[config.mk]
export PLATFORM = sky130hd
export DESIGN_NAME = cache_axi_rd_bridge
export DESIGN_NICKNAME = d
export VERILOG_FILES = /design/src/rtl/cache_axi_rd_bridge.sv
export SDC_FILE = /design/constraint.sdc
export NUM_CORES = 1
export LEC_CHECK = 0
export ABC_AREA = 1
export BUFFER_PORTS_ARGS = -buffer_cell sky130_fd_sc_hd__clkbuf_2
export CAP_MARGIN = 20
export CORE_ASPECT_RATIO = 0.75
export CORE_MARGIN = 5
export CORE_UTILIZATION = 34
export DETAILED_ROUTE_END_ITERATION = 6
export PLACE_DENSITY = 0.82
export SLEW_MARGIN = 20
export SYNTH_ARGS = -nofsm -noshare
export SYNTH_HDL_FRONTEND = slang
export SYNTH_SLANG_ARGS = --single-unit
[constraint.sdc]
create_clock -name clk -period 1.2 [get_ports clk]
set_clock_uncertainty 0.1 [all_clocks]
set_input_delay 0.18 -clock clk [delete_from_list [all_inputs] [get_ports clk]]
set_output_delay 0.18 -clock clk [all_outputs]
set_load 0.005 [all_outputs]
[src/rtl/cache_axi_rd_bridge.sv]
// Refill read bridge: I-cache and D-cache line refills onto a single AXI4 read channel.
// Ports: clk/rst; ic_* and dc_* refill request/return; AXI AR/R master; rd_err sticky error.
module cache_axi_rd_bridge #(
    parameter int BURST_LEN = 8,
    parameter int ID_W      = 4
) (
    input  logic            clk,
    input  logic            rst,

    input  logic            ic_rd_req,
    output logic            ic_rd_rdy,
    input  logic [31:0]     ic_rd_addr,
    output logic [31:0]     ic_ret_data,
    output logic            ic_ret_valid,
    output logic            ic_ret_last,

    input  logic            dc_rd_req,
    output logic            dc_rd_rdy,
    input  logic [31:0]     dc_rd_addr,
    output logic [31:0]     dc_ret_data,
    output logic            dc_ret_valid,
    output logic            dc_ret_last,

    output logic [ID_W-1:0] arid,
    output logic [31:0]     araddr,
    output logic [7:0]      arlen,
    output logic [2:0]      arsize,
    output logic [1:0]      arburst,
    output logic            arvalid,
    input  logic            arready,

    input  logic [ID_W-1:0] rid,
    input  logic [31:0]     rdata,
    input  logic [1:0]      rresp,
    input  logic            rlast,
    input  logic            rvalid,
    output logic            rready,

    output logic            rd_err
);

    localparam int CW = (BURST_LEN > 1) ? $clog2(BURST_LEN) : 1;
    localparam logic [CW-1:0] LAST = CW'(BURST_LEN - 1);

    typedef enum logic [1:0] {
        S_IDLE,
        S_AR,
        S_R
    } state_t;

    state_t          state_q, state_d;
    logic            owner_q, owner_d;
    logic [31:0]     addr_q, addr_d;
    logic [CW-1:0]   cnt_q, cnt_d;
    logic            err_q, err_d;

    logic            beat;
    logic            at_last;
    logic            in_r;

    always_ff @(posedge clk or posedge rst) begin
        if (rst) begin
            state_q <= S_IDLE;
            owner_q <= 1'b0;
            addr_q  <= '0;
            cnt_q   <= '0;
            err_q   <= 1'b0;
        end else begin
            state_q <= state_d;
            owner_q <= owner_d;
            addr_q  <= addr_d;
            cnt_q   <= cnt_d;
            err_q   <= err_d;
        end
    end

    assign at_last = (cnt_q == LAST);

    always_comb begin
        state_d   = state_q;
        owner_d   = owner_q;
        addr_d    = addr_q;
        cnt_d     = cnt_q;
        err_d     = err_q;
        ic_rd_rdy = 1'b0;
        dc_rd_rdy = 1'b0;
        arvalid   = 1'b0;
        rready    = 1'b0;
        beat      = 1'b0;

        unique case (state_q)
            S_IDLE: begin
                // D-cache wins outright; I-cache only sees rdy when D is silent.
                dc_rd_rdy = dc_rd_req;
                ic_rd_rdy = ic_rd_req & ~dc_rd_req;
                if (dc_rd_req) begin
                    owner_d = 1'b1;
                    addr_d  = {dc_rd_addr[31:5], 5'b0};
                    state_d = S_AR;
                end else if (ic_rd_req) begin
                    owner_d = 1'b0;
                    addr_d  = {ic_rd_addr[31:5], 5'b0};
                    state_d = S_AR;
                end
            end
            S_AR: begin
                arvalid = 1'b1;
                if (arready) begin
                    state_d = S_R;
                end
            end
            S_R: begin
                rready = 1'b1;
                beat   = rvalid;
                if (rvalid) begin
                    // Bad beats are still delivered; the burst ends on our own count.
                    if ((rlast != at_last) || (rresp != 2'b00) || (rid != arid)) begin
                        err_d = 1'b1;
                    end
                    if (at_last) begin
                        cnt_d   = '0;
                        state_d = S_IDLE;
                    end else begin
                        cnt_d = cnt_q + 1'b1;
                    end
                end
            end
            default: begin
                state_d = S_IDLE;
            end
        endcase
    end

    assign in_r = (state_q == S_R);

    assign arid    = ID_W'(owner_q);
    assign araddr  = addr_q;
    assign arlen   = 8'(BURST_LEN - 1);
    assign arsize  = 3'b010;
    assign arburst = 2'b01;

    assign ic_ret_valid = beat & ~owner_q;
    assign ic_ret_last  = ic_ret_valid & at_last;
    assign ic_ret_data  = (in_r && !owner_q) ? rdata : 32'h0;

    assign dc_ret_valid = beat & owner_q;
    assign dc_ret_last  = dc_ret_valid & at_last;
    assign dc_ret_data  = (in_r && owner_q) ? rdata : 32'h0;

    assign rd_err = err_q;

endmodule

======== Word level (Yosys, flattened, before mapping) ========
Cells that the tools add are included.
word-level totals
  flip-flop bits (word level) ............. 39
  input bits .............................. 109
  output and inout port bits .............. 122
  logic and storage cells ................. 52
cells by class
  $add $sub $neg .......................... 1
  equal/unequal tests ..................... 9
  muxes and demuxes ....................... 18
  bitwise operators ....................... 7
  reduce and logical (&&, ||, !) cells .... 12
operators with widths
  kind                                                  number
  2-to-1 mux 32 bit                                     4
  2-to-1 mux 2 bit                                      5
  2-to-1 mux 1 bit                                      7
  inequality test 2 bit (second input constant)         3
  case mux 2 bit (3 select lines)                       1
  AND 1 bit                                             5
  inequality test 4 x 1 -> 1 bit                        1
  AND reduction 2 bit                                   2
  AND reduction 4 bit                                   1
  nonzero test 2 bit                                    2
  adder 3 x 1 -> 3 bit (second input constant)          1
  equality test 3 bit (second input constant)           1
  2-to-1 mux 3 bit                                      1
  inequality test 3 bit (second input constant)         1
  AND reduction 3 bit                                   1
  equality test 2 x 1 -> 1 bit (second input constant)  1
  equality test 2 bit (second input constant)           1
  logical AND 1 bit                                     2
  zero test 2 bit                                       1
  logical OR 1 bit                                      2
  inverter 1 bit                                        2
  zero test 1 bit                                       1
  inequality test 1 bit                                 1

======== Logic depth before layout (Yosys ltp) ========
Gate-level depths: netlist (run 1).
  word-level depth ........................ 5
  depth in mapped cells ................... 9
  gate-level depth less buffers ........... 9

======== Worst setup path after synthesis (run 1) ========
No wires, ideal clock.
  kind .................................... reg-to-reg
  start ................................... register cnt_q[0]
  end ..................................... register err_q (netlist: rd_err)
  library setup time ...................... 116 ps
  arrival time ............................ 1060 ps
  data required time ...................... 984 ps
  path slack .............................. -76 ps
  cell stages (with the launch flop) ...... 9
  buffers on the path ..................... 0
  period minus slack after synthesis ...... 1276 ps
  path through ............................ dfrtp_1 ha_1 ha_1 inv_1 nor2_1 nor2_1 nand2_1 nand2_1 nand2_1
between the ends
  longest elaborated chain between the ends .. 5
ends and longest elaborated chain
  element                               line  text
  from (decl)                           54    logic [CW-1:0] cnt_q, cnt_d;
  from (signal assigned)                72    cnt_q <= cnt_d;
  equality test 3 bit                   77    assign at_last = (cnt_q == LAST);
  inequality test 1 bit                 117   if ((rlast != at_last) || (rresp != 2'b00) || (rid != arid)) begin
  logical OR 1 bit (2 in series)        117
  AND reduction 3 bit (no source line)  --
  to (signal assigned)                  73    err_q <= err_d;
  to (decl)                             55    logic err_q, err_d;
No other way between the ends.
A chain may end at the register's enable or synchronous reset.

======== Final worst setup path (run 1) ========
  start ................................... register state_q[0]
  end ..................................... output port ic_ret_data[14]
between the ends
  longest elaborated chain between the ends .. 3
ends and longest elaborated chain
  element                 line  text
  from (decl)             51    state_t state_q, state_d;
  from (signal assigned)  69    state_q <= state_d;
  equality test 2 bit     134   assign in_r = (state_q == S_R);
  logical AND 1 bit       144   assign ic_ret_data = (in_r && !owner_q) ? rdata : 32'h0;
  2-to-1 mux 32 bit       144
  to (decl)               13    output logic [31:0] ic_ret_data,
No other way between the ends.

==> impl_metrics.env, run 1 <==
export IMPL_status="complete, but fails checks"
export IMPL_violations="negative setup slack"
export IMPL_avgSynthCellArea_um2=6.90
export IMPL_cp_cell_sequence="nor2_4 > nand2_2 > buf_12 > nor2_1 > clkbuf_2"
export IMPL_yosysTopAreaCellShare_pct=33.9
export IMPL_maxSlewViolCount=0
export IMPL_synth_yosys_seq_area_share_pct=33.9
export IMPL_drive_gt1_share_pct=50.0
export IMPL_finalWeightedCongestion=0.857
export IMPL_leakage_nw=2.58
export IMPL_via_count=2882
export IMPL_antenna_left=0
export IMPL_first_global_vias=2886
export IMPL_worstPathRequired_ns=0.92
export IMPL_dp_final_hpwl_um=6880
export IMPL_worst_path_max_delay_cell="dfrtp_1"
export IMPL_post_place_ws_ns=-0.143
export IMPL_die_w_um=109
export IMPL_ioPinCount=231
export IMPL_tritoncts="built"
export IMPL_antenna_found_initial=0
export IMPL_worstSetupStartpointType="register"
export IMPL_cts_sinks=34
export IMPL_synth_enable_flop_cells=0
export IMPL_routedWlPerCell_um=12.6
export IMPL_grt_max_degree=35
export IMPL_clockBufferDepth=2
export IMPL_place_inst=664
export IMPL_p_total_mw=7.34
export IMPL_synth_main_ff_cell="dfrtp_1"
export IMPL_drc=0
export IMPL_ir_drop_mv=0.931
export IMPL_clock_latency_ns=0.28
export IMPL_grt_setup_unrepaired="true"
export IMPL_slowest_delay_ns=0.41
export IMPL_area_sequential_um2=851
export IMPL_nets=694
export IMPL_diodes=0
export IMPL_hold_slack_ns=0.0300
export IMPL_crit_fanout=34
export IMPL_firstDrtPassIters=4
export IMPL_arrival_ns=1.34
export IMPL_reg2reg_depth=9
export IMPL_cts_buffers=5
export IMPL_die_area_mm2=0.00921
export IMPL_initial_utilization_pct=34.5
export IMPL_fill_cells=653
export IMPL_hold_depth=3
export IMPL_endpoint_kind="primary output"
export IMPL_hold_viol=0
export IMPL_htreeDepth=2
export IMPL_grt_ovfl_total=0
export IMPL_yosysWarnings=0
export IMPL_grt_usage_pct=17.7
export IMPL_core_mm2=0.00726
export IMPL_min_period_ns=1.62
export IMPL_synth_seq_cells=34
export IMPL_layoutNonFillerInstCount=685
export IMPL_synth_area_mm2=0.00251
export IMPL_finalWorstSetupSlack_ns=-0.419
export IMPL_synthArstFlopShare_pct=100
export IMPL_area_growth_pct=60.7
export IMPL_vias_per_cell=4.21
export IMPL_cts_root_buf="clkbuf_8"
export IMPL_multi_input_area_mm2=0.00123
export IMPL_hold_path_class="primary input to register"
export IMPL_setup_violations=104
export IMPL_cellPowerDensity_mw_per_mm2=1820
export IMPL_maxCapViolCount=0
export IMPL_fmax_mhz=618
export IMPL_grt_pass1_wl_um=13200
export IMPL_final_period_utilization_pct=135
export IMPL_synth_top_cells_by_count="100 x nand2_1, 76 x nor2_1, 70 x inv_1"
export IMPL_synth_most_common_cell="nand2_1"
export IMPL_path_clk_slew_ns=0.07
export IMPL_totalWireLength_um=8640
export IMPL_die_h_um=84.4
export IMPL_synthCells=363
export IMPL_synth_cell_types=21
export IMPL_drt_iter0_markers=94
export IMPL_worstSetupPathType="register to primary output"
export IMPL_synth_area_top_cells="dfrtp_1 34%, nand2_1 15%, nor2_1 11%"
export IMPL_io_buffers=199
export IMPL_synth_top_area_cell="dfrtp_1"
export IMPL_rows=27
==> critical path: cells and delay by family, from the launching register on <==
family / cells / cell delay (ns)
buffers and inverters: 2 / 0.31
flip-flops: 1 / 0.41
AND/OR/NAND/NOR: 3 / 0.34
==> final cells by class <==
class	count	area share, %
repair buffers	233	36.0
multi-input cells	236	30.4
flip-flops and latches	34	21.1
inverters	73	6.93
well taps	101	3.14
clock buffers	6	2.05
clock inverters	2	0.311
==> cell usage in the layout (no fill, tap or decap), drive strengths merged <==
cell,instances
o31ai,1
nand3,1
conb,21
o211ai,27
o21ai,2
dfrtp,34
ha,2
dlygate4sd3,2
inv,73
buf,43
a22o,1
nand2,103
clkbuf,194
clkinv,1
clkinvlp,1
nor2,78
==> state kept, by name, indices dropped and copies added, names as in the netlist <==
signal / count
rd_err: 1
cnt_q: 3
owner_q: 1
araddr: 27
state_q: 2
==> what timing repair did <==
action	CTS	global route
buffers inserted	5	6
hold buffers	2	0
pin swaps	2	4
endpoints found under the hold margin	35	0
resized for setup	26	36
endpoints found under the setup margin	104	105
cloned	3	0
==> layer usage <==
metal	vias to the layer above	GRT usage [%]	share of wire (%)
met5	-	0	0
met3	12	4.15	8.0
met1	1293	20.0	38
met4	0	4.24	1.5
li1	1465	-	-
met2	112	33.0	53
==> path summary, 6_finish.rpt <==
kind	startpoint	to	slack (ns)
min in group asynchronous	rst	araddr[16]	0.36
hold reg to reg	araddr[14]	araddr[14]	0.38
setup / recovery	state_q[0]	ic_ret_data[14]	-0.42
hold / removal	ic_rd_addr[18]	araddr[18]	0.03
max in group asynchronous	rst	araddr[5]	0.46
setup reg to reg	state_q[1]	araddr[13]	-0.25
==> per-stage QoR <==
step / util, % / TNS (ns) / area [µm²]
CTS: 54.4 / -33.13 / 3950
floorplan: - / -1.47 / 2580
global route: 55.5 / -41.50 / 4030
global placement: 49.7 / -7.48 / 3610
detailed placement: 49.7 / -8.99 / 3610
finish: 55.5 / -33.84 / 4030
==> where the power goes <==
group	leakage [nW]	internal, mW	switching [mW]
Combinational	2.12	2.24	2.17
Clock	0.0472	0.461	0.418
Sequential	0.411	1.71	0.342
==> kinds of logic (layout without fill, tap and decap cells) <==
logic type,count (synthesis),after routing,share of synthesized area [%]
adders and majority gates,2,2,0.998
and+or+nand+nor,182,182,28.2
DFF,34,34,33.9
AOI/OAI and AO/OA,31,31,13.1
other,2,21,0.300
buffers and inverters,112,314,23.5
Note: power is estimated with default switching activity, not from simulation.
==> inputs of run 2 (changes only) <==
Clock period 1.2 ns to 1.3 ns, I/O delays scaled along.
==> run 2 against run 1 <==
The flow still finishes with violations (negative setup slack). Wire length increased by 0.29%. Final area decreased by 1.2%. Sequential power decreased by 7%. Worst hold slack improved by 0.0030 ns. Clock-buffer cell count unchanged.
==> impl_metrics.env, run 2 (same netlist as run 1, synthesis figures left out) <==
export IMPL_arrival_ns=1.34
export IMPL_worstPathRequired_ns=1.00
export IMPL_min_period_ns=1.63
export IMPL_hold_viol=0
export IMPL_cts_buffers=5
export IMPL_pwr_share_clk_pct=14.2
export IMPL_io_buffers=199
export IMPL_finalInstanceArea_mm2=0.00398
export IMPL_worstSetupStartpointType="register"
export IMPL_via_count=2825
export IMPL_path_clk_slew_ns=0.06
export IMPL_drive_gt1_share_pct=50.4
export IMPL_ioPinCount=231
export IMPL_final_period_utilization_pct=125
export IMPL_hold_slack_ns=0.0330
export IMPL_swShare_pct=39.7
export IMPL_cellPowerDensity_mw_per_mm2=1700
export IMPL_status="complete, but fails checks"
export IMPL_hold_path_class="primary input to register"
export IMPL_first_global_vias=2767
export IMPL_tritoncts="built"
export IMPL_violations="negative setup slack"
export IMPL_p_switching_mw=2.70
export IMPL_antenna_left=0
export IMPL_leakage_nw=2.55
export IMPL_antenna_found_initial=1
export IMPL_rows=27
export IMPL_grt_max_degree=35
export IMPL_firstDrtPassIters=4
export IMPL_area_sequential_um2=851
export IMPL_finalWorstSetupSlack_ns=-0.330
export IMPL_final_common_cell="clkbuf_2"
export IMPL_power_frac_comb_pct=57.6
export IMPL_intPower_mw=4.09
export IMPL_drt_iter0_markers=139
export IMPL_cts_root_buf="clkbuf_8"
export IMPL_core_mm2=0.00726
export IMPL_htreeDepth=2
export IMPL_postPlaceCellArea_mm2=0.00355
export IMPL_totalWireLength_um=8660
export IMPL_endpoint_kind="primary output"
export IMPL_area_growth_pct=58.7
export IMPL_maxCapViolCount=0
export IMPL_maxSlewViolCount=0
export IMPL_finalWeightedCongestion=0.857
export IMPL_cts_sinks=34
export IMPL_die_h_um=84.4
export IMPL_grt_ovfl_total=0
export IMPL_die_w_um=109
export IMPL_fill_cells=684
export IMPL_clock_latency_ns=0.27
export IMPL_routedWlPerCell_um=12.8
export IMPL_crit_fanout=34
export IMPL_fmax_mhz=613
export IMPL_grt_usage_pct=18.0
export IMPL_vias_per_cell=4.17
export IMPL_initial_utilization_pct=34.5
export IMPL_worstSetupPathType="register to primary output"
export IMPL_nets=686
export IMPL_multi_input_area_mm2=0.00125
export IMPL_dp_final_hpwl_um=6870
export IMPL_clockBufferDepth=2
export IMPL_drc=0
export IMPL_ir_drop_mv=0.749
export IMPL_grt_setup_unrepaired="true"
export IMPL_final_cell_mix="189 x clkbuf_2, 95 x nand2_1, 66 x inv_1"
export IMPL_die_area_mm2=0.00921
export IMPL_setup_violations=88
export IMPL_pwr_share_seq_pct=28.2
export IMPL_largest_register_ffs=27
export IMPL_grt_pass1_wl_um=13300
run 2: cell types whose count changed in the layout (fill, tap and decap cells not counted), moves of 2 or more:
cell	change
buf_6	-5
nand2_4	+3
nor2_1	-3
nor2_2	+3
buf_8	-2
nand2_1	-2
o21ai_2	+2
run 2: what timing repair did:
item                                   CTS  global route
endpoints found under the hold margin   34             0
hold buffers                             1             0
pin swaps                                4            11
setup endpoints to repair              101           105
gates resized for setup                 22            42
setup buffers                            5             5
cloned                                   3             0
run 2: area by class of cell:
class                   count  area share [%]
inverters                  73            7.39
clock buffers               6            2.08
multi-input cells         236            31.6
diodes                      1          0.0629
clock inverters             1           0.755
flip-flops and latches     34            21.4
repair buffers            225            33.6
well taps                 101            3.18
run 2: critical path, stage by stage (launching register included):
cell and delay, ns:
dfrtp_1 0.41, nor2_4 0.16, nand2_2 0.08, buf_12 0.18, nor2_1 0.11, clkbuf_2 0.12
run 2: metal layers:
metal  GRT usage, %  vias up  share of wire (%)
met5              0        -                  0
met4           6.08        0                1.4
met3           3.84        9                8.9
met2           31.0      121                 51
met1           22.1     1248                 38
li1               -     1447                  -
run 2: power groups by stage:
stage	Sequential (mW)	Combinational, mW	Clock (mW)
global route	1.98	4.32	1.07
global placement	1.87	3.06	0
CTS	1.90	3.85	1.01
finish	1.91	3.91	0.963
floorplan	1.90	1.81	0
detailed placement	1.89	3.17	0
run 2: stage by stage:
step / setup WS (ns) / utilization [%] / total power [mW] / TNS, ns / std cells
after floorplan: 0.0239 / - / 3.71 / 0 / 382
after detailed placement: -0.0718 / 48.9 / 5.06 / -2.23 / 658
final: -0.330 / 54.8 / 6.78 / -21.96 / 677
after global routing: -0.425 / 54.8 / 7.37 / -29.31 / 677
after CTS: -0.332 / 53.4 / 6.75 / -22.72 / 674
after global placement: -0.0469 / 48.9 / 4.93 / -0.178 / 658
run 2: worst paths after layout:
path | from | end | slack (ns) | depth (start not counted)
worst min register to register | araddr[28] | araddr[28] | 0.38 | 2
min in group asynchronous | rst | araddr[23] | 0.43 | 4
max in group asynchronous | rst | araddr[31] | 0.37 | 4
worst max-delay path | state_q[0] | ic_ret_data[4] | -0.33 | 5
worst max register to register | cnt_q[1] | rd_err | -0.22 | 10
worst min-delay path | arready | state_q[0] | 0.03 | 2
==> inputs of run 3 (changes only) <==
Settings changed: CAP_MARGIN 20 to default, TNS_END_PERCENT from default to 1.
==> run 3 against run 2 <==
The flow still finishes with violations (negative setup slack). Global-route usage down 0.78 points. Maximum frequency decreased by 0.91%. Setup slack worse by 0.015 ns. Non-clock buffer count shrank 8. Critical path depth stayed put. Die area unchanged. Combinational power fell by 16%. Largest cell class is now multi-input combinational cells. Largest power group unchanged. Highest routed layer unchanged.
==> impl_metrics.env, run 3 (same netlist as run 1, synthesis figures left out) <==
export IMPL_fmax_mhz=608
export IMPL_worst_path_max_delay_cell="dfrtp_1"
export IMPL_hold_viol=0
export IMPL_maxCapViolCount=0
export IMPL_nets=678
export IMPL_hold_path_class="primary input to register"
export IMPL_maxSlewViolCount=0
export IMPL_path_clk_slew_ns=0.06
export IMPL_worstPathRequired_ns=1.00
export IMPL_clock_latency_ns=0.27
export IMPL_worst_path_buf_inv=2
export IMPL_grt_usage_pct=17.2
export IMPL_final_common_cell="clkbuf_2"
export IMPL_die_w_um=109
export IMPL_worstSetupStartpointType="register"
export IMPL_totalWireLength_um=8200
export IMPL_rows=27
export IMPL_grt_ovfl_total=0
export IMPL_crit_family="flip-flops"
export IMPL_first_global_vias=2730
export IMPL_final_cell_mix="190 x clkbuf_2, 97 x nand2_1, 68 x inv_1"
export IMPL_firstDrtPassIters=4
export IMPL_min_period_ns=1.65
export IMPL_finalWeightedCongestion=0.857
export IMPL_grt_pass1_wl_um=12800
export IMPL_ioPinCount=231
export IMPL_via_count=2798
export IMPL_violations="negative setup slack"
export IMPL_vias_per_cell=4.18
export IMPL_cts_sinks=34
export IMPL_p_total_mw=6.13
export IMPL_io_buffers=199
export IMPL_final_period_utilization_pct=127
export IMPL_tritoncts="built"
export IMPL_ir_drop_mv=0.747
export IMPL_status="complete, but fails checks"
export IMPL_grt_max_degree=35
export IMPL_die_h_um=84.4
export IMPL_antenna_found_initial=1
export IMPL_drc=0
export IMPL_clockBufferDepth=2
export IMPL_dp_final_hpwl_um=6870
export IMPL_core_mm2=0.00726
export IMPL_area_growth_pct=50.1
export IMPL_endpoint_kind="primary output"
export IMPL_worstSetupPathType="register to primary output"
export IMPL_finalWorstSetupSlack_ns=-0.345
export IMPL_cp_cell_sequence="nor2_4 > nand2_2 > buf_12 > nor2_1 > clkbuf_2"
export IMPL_initial_utilization_pct=34.5
export IMPL_drive_gt1_share_pct=48.3
export IMPL_cellPowerDensity_mw_per_mm2=1630
export IMPL_antenna_left=0
export IMPL_largest_register_ffs=27
export IMPL_die_area_mm2=0.00921
export IMPL_cts_buffers=5
export IMPL_arrival_ns=1.35
export IMPL_htreeDepth=2
export IMPL_slowest_delay_ns=0.42
export IMPL_leakage_nw=2.45
export IMPL_drt_iter0_markers=163
export IMPL_setup_violations=78
export IMPL_crit_fanout=34
export IMPL_hold_slack_ns=0.0322
export IMPL_grt_setup_unrepaired="true"
export IMPL_cts_root_buf="clkbuf_8"
export IMPL_routedWlPerCell_um=12.3
[run 3: final cells by class]
class                      count  area (µm²)
clock buffer                   6        82.6
antenna                        1        2.50
multi-input combinational    236        1210
sequential                    34         851
inverter                      73         277
tap                          101         126
clock inverter                 1        30.0
timing repair buffer         217        1190
fill                         709        3500
[run 3: final timing paths]
check | from | to | slack [ns] | cells after the start
worst max-delay path | state_q[0] | ic_ret_data[3] | -0.35 | 5
worst min-delay path | arready | state_q[0] | 0.03 | 2
worst max register to register | cnt_q[0] | state_q[1] | -0.03 | 5
worst min register to register | araddr[28] | araddr[28] | 0.38 | 2
max in group asynchronous | rst | araddr[31] | 0.36 | 4
min in group asynchronous | rst | araddr[23] | 0.43 | 4
[run 3: power by group]
group          switching (mW)  internal [mW]
Combinational            1.79           1.48
Clock                   0.347          0.613
Sequential              0.317           1.58
Total                    2.46           3.67
[run 3: layer usage]
metal / GRT usage [%] / wire [µm] / vias to the layer above
met3: 4.07 / 771 / 8
met4: 5.28 / 104 / 0
met2: 30.5 / 4220 / 110
met5: 0 / 0 / -
met1: 20.4 / 3100 / 1252
li1: - / - / 1428
[run 3: through the flow]
step / utilization [%] / worst slack, ns / instance area, µm² / setup TNS [ns] / std cells
final: 51.8 / -0.345 / 3760 / -22.09 / 669
after global routing: 51.8 / -0.425 / 3760 / -29.65 / 669
after CTS: 51.2 / -0.332 / 3720 / -21.29 / 668
after detailed placement: 48.9 / -0.0718 / 3550 / -2.23 / 658
after global placement: 48.9 / -0.0469 / 3550 / -0.178 / 658
after floorplan: - / 0.0239 / 2580 / 0 / 382
[run 3: repair_timing]
item / in CTS / in global routing
hold buffers: 1 / 0
resized for setup: 10 / 27
pin swaps: 2 / 4
endpoints found under the setup margin: 101 / 102
setup buffers: 2 / 0
endpoints found under the hold margin: 34 / 0
